$ cat config.mk
export PLATFORM = sky130hd
export DESIGN_NAME = multicycle_ctrl
export DESIGN_NICKNAME = d
export VERILOG_FILES = /design/src/rtl/mips_ctrl_pkg.sv /design/src/rtl/alu_dec.sv /design/src/rtl/multicycle_ctrl.sv
export SDC_FILE = /design/constraint.sdc
export NUM_CORES = 1
export LEC_CHECK = 0
export CAP_MARGIN = 0
export CORE_MARGIN = 3
export CORE_UTILIZATION = 39
export DETAILED_ROUTE_END_ITERATION = 8
export GPL_TIMING_DRIVEN = 0
export PLACE_DENSITY = 0.74
export SETUP_SLACK_MARGIN = 0.2
export SLEW_MARGIN = 20
export SYNTH_ARGS = -nofsm -noshare
export SYNTH_HDL_FRONTEND = slang
export SYNTH_SLANG_ARGS = --single-unit
export TNS_END_PERCENT = 30
$ cat constraint.sdc
create_clock -name clk -period 2.65 [get_ports clk]
set_input_delay 0.6625 -clock clk [delete_from_list [all_inputs] [get_ports clk]]
set_output_delay 0.6625 -clock clk [all_outputs]
set_load 0.01 [all_outputs]
$ cat src/rtl/mips_ctrl_pkg.sv
// Shared encodings for the multicycle MIPS controller: states, opcodes, funct
// codes, ALU control codes and the bundle of registered datapath controls.
package mips_ctrl_pkg;

  typedef enum logic [3:0] {
    FETCH    = 4'd0,
    DECODE   = 4'd1,
    EXEC_R   = 4'd2,
    EXEC_I   = 4'd3,
    MEM_ADDR = 4'd4,
    MEM_RD   = 4'd5,
    MEM_WR   = 4'd6,
    WB_R     = 4'd7,
    WB_I     = 4'd8,
    WB_MEM   = 4'd9,
    BRANCH   = 4'd10,
    JUMP     = 4'd11,
    HALT     = 4'd12
  } state_t;

  typedef enum logic [2:0] {
    CLS_R,
    CLS_IARITH,
    CLS_MEM,
    CLS_BEQ,
    CLS_J,
    CLS_ILLEGAL
  } op_class_t;

  localparam logic [5:0] OP_RTYPE = 6'b000000;
  localparam logic [5:0] OP_ADDIU = 6'b001001;
  localparam logic [5:0] OP_ANDI  = 6'b001100;
  localparam logic [5:0] OP_ORI   = 6'b001101;
  localparam logic [5:0] OP_LUI   = 6'b001111;
  localparam logic [5:0] OP_LW    = 6'b100011;
  localparam logic [5:0] OP_SW    = 6'b101011;
  localparam logic [5:0] OP_BEQ   = 6'b000100;
  localparam logic [5:0] OP_J     = 6'b000010;

  localparam logic [5:0] FUNCT_ADDU = 6'b100001;
  localparam logic [5:0] FUNCT_SUBU = 6'b100011;
  localparam logic [5:0] FUNCT_AND  = 6'b100100;
  localparam logic [5:0] FUNCT_OR   = 6'b100101;
  localparam logic [5:0] FUNCT_SLT  = 6'b101010;

  localparam logic [3:0] ALU_ADD = 4'b0010;
  localparam logic [3:0] ALU_SUB = 4'b0110;
  localparam logic [3:0] ALU_AND = 4'b0000;
  localparam logic [3:0] ALU_OR  = 4'b0001;
  localparam logic [3:0] ALU_SLT = 4'b0111;
  localparam logic [3:0] ALU_LUI = 4'b1000;

  localparam logic [1:0] SRC_B_REG     = 2'b00;
  localparam logic [1:0] SRC_B_FOUR    = 2'b01;
  localparam logic [1:0] SRC_B_IMM     = 2'b10;
  localparam logic [1:0] SRC_B_IMM_SH2 = 2'b11;

  localparam logic [1:0] PC_SRC_ALU    = 2'b00;
  localparam logic [1:0] PC_SRC_BRANCH = 2'b01;
  localparam logic [1:0] PC_SRC_JUMP   = 2'b10;

  typedef struct packed {
    logic       pc_write;
    logic       ir_write;
    logic       reg_write;
    logic       mem_read;
    logic       mem_write;
    logic       ext_op;
    logic       reg_dst;
    logic       mem_to_reg;
    logic [1:0] alu_src_b;
    logic [1:0] pc_src;
    logic [3:0] alu_ctrl;
  } ctrl_t;

  function automatic ctrl_t ctrl_idle();
    ctrl_t c;
    c           = '0;
    c.alu_src_b = SRC_B_REG;
    c.pc_src    = PC_SRC_ALU;
    c.alu_ctrl  = ALU_ADD;
    return c;
  endfunction

endpackage

$ cat src/rtl/alu_dec.sv
// Opcode/funct decode: instruction class, ALU operation for R-type and
// I-type execution, and the immediate extender mode.
module alu_dec
  import mips_ctrl_pkg::*;
(
  input  logic [5:0] op,
  input  logic [5:0] funct,
  output op_class_t  op_class,
  output logic [3:0] r_alu_ctrl,
  output logic       funct_ok,
  output logic [3:0] i_alu_ctrl,
  output logic       i_ext_op
);

  always_comb begin
    op_class   = CLS_ILLEGAL;
    i_alu_ctrl = ALU_ADD;
    i_ext_op   = 1'b1;
    case (op)
      OP_RTYPE: op_class = CLS_R;
      OP_ADDIU: op_class = CLS_IARITH;
      OP_ANDI: begin
        op_class   = CLS_IARITH;
        i_alu_ctrl = ALU_AND;
        i_ext_op   = 1'b0;
      end
      OP_ORI: begin
        op_class   = CLS_IARITH;
        i_alu_ctrl = ALU_OR;
        i_ext_op   = 1'b0;
      end
      OP_LUI: begin
        op_class   = CLS_IARITH;
        i_alu_ctrl = ALU_LUI;
        i_ext_op   = 1'b0;
      end
      OP_LW, OP_SW: op_class = CLS_MEM;
      OP_BEQ: begin
        op_class   = CLS_BEQ;
        i_alu_ctrl = ALU_SUB;
      end
      OP_J: op_class = CLS_J;
      default: op_class = CLS_ILLEGAL;
    endcase
  end

  always_comb begin
    funct_ok   = 1'b1;
    r_alu_ctrl = ALU_ADD;
    case (funct)
      FUNCT_ADDU: r_alu_ctrl = ALU_ADD;
      FUNCT_SUBU: r_alu_ctrl = ALU_SUB;
      FUNCT_AND:  r_alu_ctrl = ALU_AND;
      FUNCT_OR:   r_alu_ctrl = ALU_OR;
      FUNCT_SLT:  r_alu_ctrl = ALU_SLT;
      default:    funct_ok   = 1'b0;
    endcase
  end

endmodule

$ cat src/rtl/multicycle_ctrl.sv
// Multicycle MIPS control FSM with registered Moore outputs.
// Define MEM_WAIT_EN to stall FETCH/MEM_RD/MEM_WR until mem_ready.
module multicycle_ctrl
  import mips_ctrl_pkg::*;
#(
  parameter int ILLEGAL_HALT = 0
) (
  input  logic       clk,
  input  logic       rst_n,
  input  logic [5:0] op,
  input  logic [5:0] funct,
  input  logic       zero,
  input  logic       mem_ready,
  output logic       pc_write,
  output logic       ir_write,
  output logic       reg_write,
  output logic       mem_read,
  output logic       mem_write,
  output logic       ext_op,
  output logic       reg_dst,
  output logic       mem_to_reg,
  output logic       illegal,
  output logic [1:0] alu_src_b,
  output logic [1:0] pc_src,
  output logic [3:0] alu_ctrl,
  output logic [3:0] state
);

  localparam state_t ILLEGAL_TARGET = (ILLEGAL_HALT != 0) ? HALT : FETCH;

  op_class_t  op_class;
  logic [3:0] r_alu_ctrl;
  logic [3:0] i_alu_ctrl;
  logic       funct_ok;
  logic       i_ext_op;

  state_t     state_q;
  state_t     state_next;
  logic       started;
  ctrl_t      ctrl_q;
  ctrl_t      ctrl_next;
  logic       illegal_q;
  logic       illegal_next;
  logic       mem_done;
  logic       xfer_ok;

`ifdef MEM_WAIT_EN
  assign mem_done = mem_ready;
  // IR/PC must only load on the cycle the fetch actually completes.
  assign xfer_ok  = (state_q != FETCH) || mem_ready;
`else
  logic unused_mem_ready;
  assign unused_mem_ready = mem_ready;
  assign mem_done         = 1'b1;
  assign xfer_ok          = 1'b1;
`endif

  alu_dec u_alu_dec (
    .op         (op),
    .funct      (funct),
    .op_class   (op_class),
    .r_alu_ctrl (r_alu_ctrl),
    .funct_ok   (funct_ok),
    .i_alu_ctrl (i_alu_ctrl),
    .i_ext_op   (i_ext_op)
  );

  function automatic ctrl_t ctrl_for(input state_t s, input logic [3:0] r_alu,
                                     input logic [3:0] i_alu, input logic i_ext);
    ctrl_t c;
    c = ctrl_idle();
    case (s)
      FETCH: begin
        c.mem_read  = 1'b1;
        c.ir_write  = 1'b1;
        c.pc_write  = 1'b1;
        c.alu_src_b = SRC_B_FOUR;
        c.pc_src    = PC_SRC_ALU;
      end
      DECODE: begin
        c.ext_op    = 1'b1;
        c.alu_src_b = SRC_B_IMM_SH2;
      end
      EXEC_R: c.alu_ctrl = r_alu;
      EXEC_I: begin
        c.alu_src_b = SRC_B_IMM;
        c.alu_ctrl  = i_alu;
        c.ext_op    = i_ext;
      end
      MEM_ADDR: begin
        c.alu_src_b = SRC_B_IMM;
        c.ext_op    = 1'b1;
      end
      MEM_RD: c.mem_read  = 1'b1;
      MEM_WR: c.mem_write = 1'b1;
      WB_R: begin
        c.reg_write = 1'b1;
        c.reg_dst   = 1'b1;
      end
      WB_I: c.reg_write = 1'b1;
      WB_MEM: begin
        c.reg_write  = 1'b1;
        c.mem_to_reg = 1'b1;
      end
      // pc_write here is driven directly from the live zero flag.
      BRANCH: begin
        c.ext_op   = 1'b1;
        c.alu_ctrl = ALU_SUB;
        c.pc_src   = PC_SRC_BRANCH;
      end
      JUMP: begin
        c.pc_write = 1'b1;
        c.pc_src   = PC_SRC_JUMP;
      end
      default: c = ctrl_idle();
    endcase
    return c;
  endfunction

  always_comb begin
    state_next   = state_q;
    illegal_next = 1'b0;
    if (!started) begin
      // First edge out of reset runs FETCH rather than leaving it.
      state_next = FETCH;
    end else begin
      case (state_q)
        FETCH: if (mem_done) state_next = DECODE;
        DECODE: begin
          case (op_class)
            CLS_R:      state_next = EXEC_R;
            CLS_IARITH: state_next = EXEC_I;
            CLS_MEM:    state_next = MEM_ADDR;
            CLS_BEQ:    state_next = BRANCH;
            CLS_J:      state_next = JUMP;
            default: begin
              state_next   = ILLEGAL_TARGET;
              illegal_next = 1'b1;
            end
          endcase
        end
        EXEC_R: begin
          if (funct_ok) begin
            state_next = WB_R;
          end else begin
            state_next   = ILLEGAL_TARGET;
            illegal_next = 1'b1;
          end
        end
        EXEC_I:   state_next = WB_I;
        MEM_ADDR: state_next = (op == OP_SW) ? MEM_WR : MEM_RD;
        MEM_RD:   if (mem_done) state_next = WB_MEM;
        MEM_WR:   if (mem_done) state_next = FETCH;
        WB_R, WB_I, WB_MEM, BRANCH, JUMP: state_next = FETCH;
        HALT:     state_next = HALT;
        default:  state_next = FETCH;
      endcase
    end
    ctrl_next = ctrl_for(state_next, r_alu_ctrl, i_alu_ctrl, i_ext_op);
  end

  always_ff @(posedge clk or negedge rst_n) begin
    if (!rst_n) begin
      state_q   <= FETCH;
      started   <= 1'b0;
      ctrl_q    <= ctrl_idle();
      illegal_q <= 1'b0;
    end else begin
      state_q   <= state_next;
      started   <= 1'b1;
      ctrl_q    <= ctrl_next;
      illegal_q <= illegal_next;
    end
  end

  assign pc_write   = (ctrl_q.pc_write && xfer_ok) || ((state_q == BRANCH) && zero);
  assign ir_write   = ctrl_q.ir_write && xfer_ok;
  assign reg_write  = ctrl_q.reg_write;
  assign mem_read   = ctrl_q.mem_read;
  assign mem_write  = ctrl_q.mem_write;
  assign ext_op     = ctrl_q.ext_op;
  assign reg_dst    = ctrl_q.reg_dst;
  assign mem_to_reg = ctrl_q.mem_to_reg;
  assign alu_src_b  = ctrl_q.alu_src_b;
  assign pc_src     = ctrl_q.pc_src;
  assign alu_ctrl   = ctrl_q.alu_ctrl;
  assign illegal    = illegal_q;
  assign state      = state_q;

endmodule

==> results of run 1 <==
## placed cells by master (no fill, tap or decap), types with 2 or more instances in the layout
cell	n
clkdlybuf4s50_1	28
dfrtp_1	21
nand2_1	17
nor2_1	10
buf_4	8
inv_1	7
nand2b_1	6
nand3_1	6
a21oi_1	5
buf_2	4
clkbuf_4	4
o21ai_0	4
xor2_1	4
nand4_1	3
dlymetal6s2s_1	3
clkbuf_1	2
a21o_1	2
nor2b_1	2
buf_6	2
o311ai_2	2
nor4b_2	2
or3_1	2
o31a_1	2
nor3_1	2
mux2i_1	2
or2_2	2
## logic make-up (layout without fill, tap and decap cells)
family,count (synthesis),count (layout),share of synthesized area
AO/OA/AOI/OAI,27,27,0.155
other,1,1,0.00272
AND/OR/NAND/NOR,66,66,0.288
multiplexers,3,3,0.0255
XOR/XNOR,4,4,0.0255
buffers and inverters,24,60,0.103
flip-flops,22,22,0.401
## synth_stat cells (2+ instances only)
cell / instances / area, µm²
o31a_1: 2 / 17.5
dfrtp_1: 21 / 526
o311ai_2: 2 / 32.5
a21oi_1: 5 / 25.0
inv_1: 7 / 26.3
nor4b_2: 2 / 30.0
buf_4: 8 / 60.1
nor3_1: 2 / 10.0
nor2_1: 10 / 37.5
nand3_1: 6 / 30.0
nand2b_1: 6 / 37.5
o22ai_1: 2 / 12.5
buf_6: 2 / 22.5
or2_2: 2 / 12.5
a21o_1: 2 / 15.0
or3_1: 2 / 12.5
xor2_1: 4 / 35.0
nand2_1: 17 / 63.8
nand4_1: 3 / 18.8
o21ai_0: 4 / 20.0
nor2b_1: 2 / 12.5
mux2i_1: 2 / 20.0
nor3b_1: 2 / 15.0
clkbuf_1: 2 / 7.51
buf_2: 4 / 20.0
## final cells by class
| type | count | area (µm²) |
|---|---|---|
| fillers | 314 | 1390 |
| multi-input cells | 101 | 701 |
| flip-flops and latches | 22 | 552 |
| repair buffers | 32 | 327 |
| plain buffers | 17 | 118 |
| well taps | 44 | 55.1 |
| clock buffers | 4 | 36.3 |
| inverters | 7 | 26.3 |
## critical path, stage by stage
cell and delay [ns]:
clkdlybuf4s50_1 0.47, and4bb_1 0.29, o311ai_2 0.42, o211a_4 0.29
and2_4 0.18, nand2b_1 0.11, o211ai_1 0.22
## report_power, final
part | switching (mW) | internal, mW
logic | 0.0831 | 0.0833
registers | 0.00423 | 0.349
clock network | 0.0968 | 0.0840
## final timing paths
check                         start     endpoint  slack, ns  cells past startpoint
setup reg to reg           state[3]     mem_read       0.49                      7
hold reg to reg             started      illegal       0.59                      2
min in group asynchronous     rst_n      started       0.85                      1
hold / removal              started      illegal       0.59                      2
setup / recovery           funct[1]   ctrl_q[15]       0.23                      7
max in group asynchronous     rst_n  alu_ctrl[2]       1.25                      1
## what timing repair did
item | CTS | global route
gates resized for setup | 2 | 6
endpoints found under the setup margin | 1 | 8
buffers inserted | 0 | 0
pin swaps | 0 | 1
gates cloned | 0 | 0
## layer usage
layer,wire (µm),track usage
met1,1310,0.169
met2,1450,0.267
met3,161,0.0393
met4,36,0.0492
met5,0,0
==> flow_metrics.tcl, run 1 <==
set metrics [dict create \
    outcome "completed" \
    start_kind "primary input" \
    htreeDepth 1 \
    placed_cell_area_um2 1750 \
    fin_util 0.566 \
    initial_core_util 0.430 \
    arrival_ns 2.64 \
    stdcell_count 227 \
    syn_area_per_cell_um2 9.36 \
    critPathRequiredTime_ns 2.87 \
    fin_skew_ns 0.00178 \
    timing.fmax_mhz 414 \
    cellPowerDensity_nw_per_um2 386 \
    ir_drop_uv 181 \
    grt_max_degree 23 \
    cts_buffers 3 \
    yosys_warnings 0 \
    dr.pass1.iters 4 \
    core.rowCount 20 \
    die_y_um 65.4 \
    placed_cells 223 \
    tightest_slew_ns 0.908 \
    final-setup-viol-count 0 \
    pre_cts_slack_ns -0.114 \
    critical_path_class "in -> reg" \
    drv_cap 0 \
    cts.root.buffer_cell "clkbuf_4" \
    p_leak_nw 0.810 \
    stdcell_area_um2 1810 \
    syn-num-nets 163 \
    grt_pass1_vias 1140 \
    viasPerCell 5.20 \
    postSynthCellCount 147 \
    drc 0 \
    synth-edff-count 0 \
    antenna_found_initial 0 \
    track_usage 0.148 \
    grt_pass1_wl_um 4960 \
    cts.hold.buffers_added 0 \
    hpwl_um 2360 \
    slew_viol_final 0 \
    dieArea_um2 4280 \
    num_antenna_cells 0 \
    io_buffers 32 \
    synth_seq_cells 22 \
    synth_cell_type_count 51 \
    cts_sinks 22 \
    vias 1180 \
    place.gp.congestion 0.913 \
    setup_ws_ns 0.233 \
    overflow 0 \
    finalNetCount 200 \
    holdWs_ns 0.591 \
    slew_headroom 0.392 \
    clock_latency_ns 0.31 \
    cts_tree "yes" \
    synth_area_um2 1380 \
    synthArstFlopShare 1.00 \
    final_hold_viol_count 0 \
    synth_seq_area_share 0.401 \
    cts.clk_slew.worst_paths_ns 0.11 \
    p_total_uw 701 \
    cts_buffer_depth 2 \
    final_layout_size_suffix_gt1_frac 0.197 \
    io_pins 37 \
    min_period_ns 2.42 \
    core-area_um2 3200 \
    dieWidth_um 65.4 \
    area_delta_synth_final_pct 31.8 \
    drtIter0Drc 22 \
    routedWlPerCell_um 13.0 \
    crit_path_end_kind "register" \
    finalSetupTns_ns 0 \
    wl_um 2960 \
    synth_ff_type "dfrtp_1" \
    rsz0062_at_grt "true" \
    path_max_fanout 7 \
    fin_crit_sh 0.912 \
    hp-class "reg -> reg" \
    final_antenna_net_count 0 \
]
Power figures use the tool's default switching activity.
==> run 2: changes to the inputs <==
ABC_AREA = 1   (was unset)
CORE_MARGIN = unset   (was 3)
PLACE_DENSITY = 0.75   (was 0.74)
==> run 2 against run 1 <==
Net effect:
- maximum frequency increased by 6.3%
- largest cell class unchanged
- global-route usage increased by 0.37 points
- clock power decreased by 2%
- first-iteration DRC count increased by 64%
==> flow_metrics.tcl, run 2 <==
set metrics [dict create \
    fin_skew_ns 0.00448 \
    dr.pass1.iters 4 \
    synth_area_um2 1290 \
    synth_seq_area_share 0.428 \
    final_antenna_net_count 0 \
    gr-max-usage-layer "met2" \
    grt_pass1_wl_um 4030 \
    placed_cell_area_um2 1690 \
    postSynthCellCount 168 \
    grt_use_met2 0.231 \
    yosysTopAreaCell "dfrtp_1" \
    place.gp.congestion 0.882 \
    arrival_ns 1.61 \
    synth-edff-count 0 \
    overflow 0 \
    cts_buffer_depth 2 \
    io_buffers 35 \
    setup_ws_ns 0.377 \
    critical_path_class "in -> out" \
    cts_buffers 3 \
    core.rowCount 20 \
    synth_area_leaders "dfrtp_1 41%, nand2_1 9.9%, inv_1 7.9%, nand3_1 6.2%, nor2_1 5.8%" \
    slew_headroom 0.382 \
    viasPerCell 4.63 \
    ir_drop_uv 143 \
    synth_cell_type_count 27 \
    fin_crit_sh 0.858 \
    combPwrFrac 0.208 \
    area_delta_synth_final_pct 34.2 \
    cts.hold.buffers_added 0 \
    syn_area_per_cell_um2 7.67 \
    cts.clk_slew.worst_paths_ns 0.11 \
    vias 1161 \
    crit_path_end_kind "primary output" \
    initial_core_util 0.415 \
    use_met1 0.210 \
    io_pins 37 \
    syn-num-nets 184 \
    grt_max_degree 23 \
    crit_start "zero" \
    pwr-share-clk 0.262 \
    reg2reg_from "state[3]" \
    path_max_fanout 1 \
    pre_cts_slack_ns 0.105 \
    routedWlPerCell_um 9.80 \
    cts.root.buffer_cell "clkbuf_4" \
    finalNetCount 224 \
    drv_cap 0 \
    seqPwrFrac 0.530 \
    final_hold_viol_count 0 \
    final_layout_size_suffix_gt1_frac 0.174 \
    track_usage 0.152 \
    postCtsSetupRepairBufs 0 \
    yosys_warnings 0 \
    dieArea_um2 3540 \
    tightest_slew_ns 0.924 \
    layout_common_cells "34 x nand2_1, 34 x clkdlybuf4s50_1, 27 x inv_1" \
    hpwl_um 2020 \
    synth_most_common_cell "nand2_1" \
    switching_share 0.256 \
    core-area_um2 3100 \
    switchingPower_uw 174 \
    stdcell_area_um2 1730 \
    synthArstFlopShare 1.00 \
    yosys-top-cells-count "34 x nand2_1, 27 x inv_1, 21 x dfrtp_1, 20 x nor2_1, 16 x nand3_1" \
    cts_sinks 22 \
    die_y_um 59.5 \
    num_antenna_cells 0 \
    synth_seq_cells 22 \
    slew_viol_final 0 \
    finalSetupTns_ns 0 \
    timing.fmax_mhz 440 \
    final-setup-viol-count 0 \
    dieWidth_um 59.5 \
    min-delay-start "started" \
    start_kind "primary input" \
    grt_pass1_vias 962 \
    wl_um 2460 \
    nFillCells 299 \
    min_period_ns 2.27 \
    drc 0 \
    grtUsageMet3 0.0328 \
    cts_tree "yes" \
    synth_top_area_frac 0.408 \
    cellPowerDensity_nw_per_um2 392 \
    clock_latency_ns 0.30 \
    antenna_found_initial 0 \
    rsz0062_at_grt "false" \
    outcome "completed" \
    htreeDepth 1 \
    drtIter0Drc 36 \
    hp-class "reg -> reg" \
    p_leak_nw 0.875 \
    intPower_uw 504 \
    synth_ff_type "dfrtp_1" \
    critPathRequiredTime_ns 1.99 \
]
run 2: changes by cell type after synthesis, moves of 6 or more:
| cell | change |
|---|---|
| nor2_1 | +10 |
| nand3_1 | +10 |
| nand2_1 | +17 |
| nand2b_1 | -6 |
| inv_1 | +20 |
run 2: what timing repair did:
action	CTS	global route
setup endpoints to repair	1	0
endpoints found under the hold margin	0	0
gates resized for setup	1	0
run 2: kinds of logic (layout without fill, tap and decap cells):
family / count (synthesis) / in the layout / share of synthesized area
and+or+nand+nor: 94 / 94 / 0.363
buffers and inverters: 39 / 78 / 0.137
DFF: 22 / 22 / 0.428
AOI/OAI and AO/OA: 12 / 12 / 0.0689
other: 1 / 1 / 0.00291
run 2: per-stage QoR:
step                      utilization  hold WS [ns]  std cells  power, mW
after CTS                       0.557         0.695        251      0.685
after global placement          0.546         0.668        247      0.506
after global routing            0.557         0.710        251      0.718
after detailed placement        0.546         0.674        247      0.509
final                           0.557         0.695        251      0.678
after floorplan                     -         0.367        168      0.437
run 2: layout make-up:
type / instances / area, µm² / share of cell area
multi-input cells: 107 / 561 / 0.324
flip-flops and latches: 22 / 552 / 0.319
repair buffers: 35 / 349 / 0.202
inverters: 31 / 116 / 0.0673
plain buffers: 8 / 60.1 / 0.0347
well taps: 44 / 55.1 / 0.0318
clock buffers: 4 / 36.3 / 0.0210
run 2: final timing paths:
path                       depth (start not counted)            to  slack [ns]
hold reg to reg                                    1       illegal        0.70
min in group asynchronous                          1      state[3]        0.87
max in group asynchronous                          1     pc_src[1]        1.22
setup / recovery                                   4      pc_write        0.38
setup reg to reg                                   9  alu_src_b[1]        0.93
hold / removal                                     1       illegal        0.70
run 2: critical path, stage by stage:
cell and delay [ns]:
clkdlybuf4s50_1 0.45, nand4_1 0.09, o21bai_1 0.13, dlygate4sd2_1 0.27
run 2: layer usage:
layer / part of all wire / vias up
met1: 0.49 / 516
li1: - / 602
met4: 0.012 / 0
met3: 0.039 / 4
met5: 0 / -
met2: 0.46 / 39
run 2: power by group through the flow:
stage / registers, mW / clock network (mW) / logic, mW
floorplan: 0.369 / 0 / 0.0673
global placement: 0.366 / 0 / 0.140
detailed placement: 0.366 / 0 / 0.143
CTS: 0.360 / 0.183 / 0.142
global route: 0.361 / 0.201 / 0.156
finish: 0.359 / 0.177 / 0.141
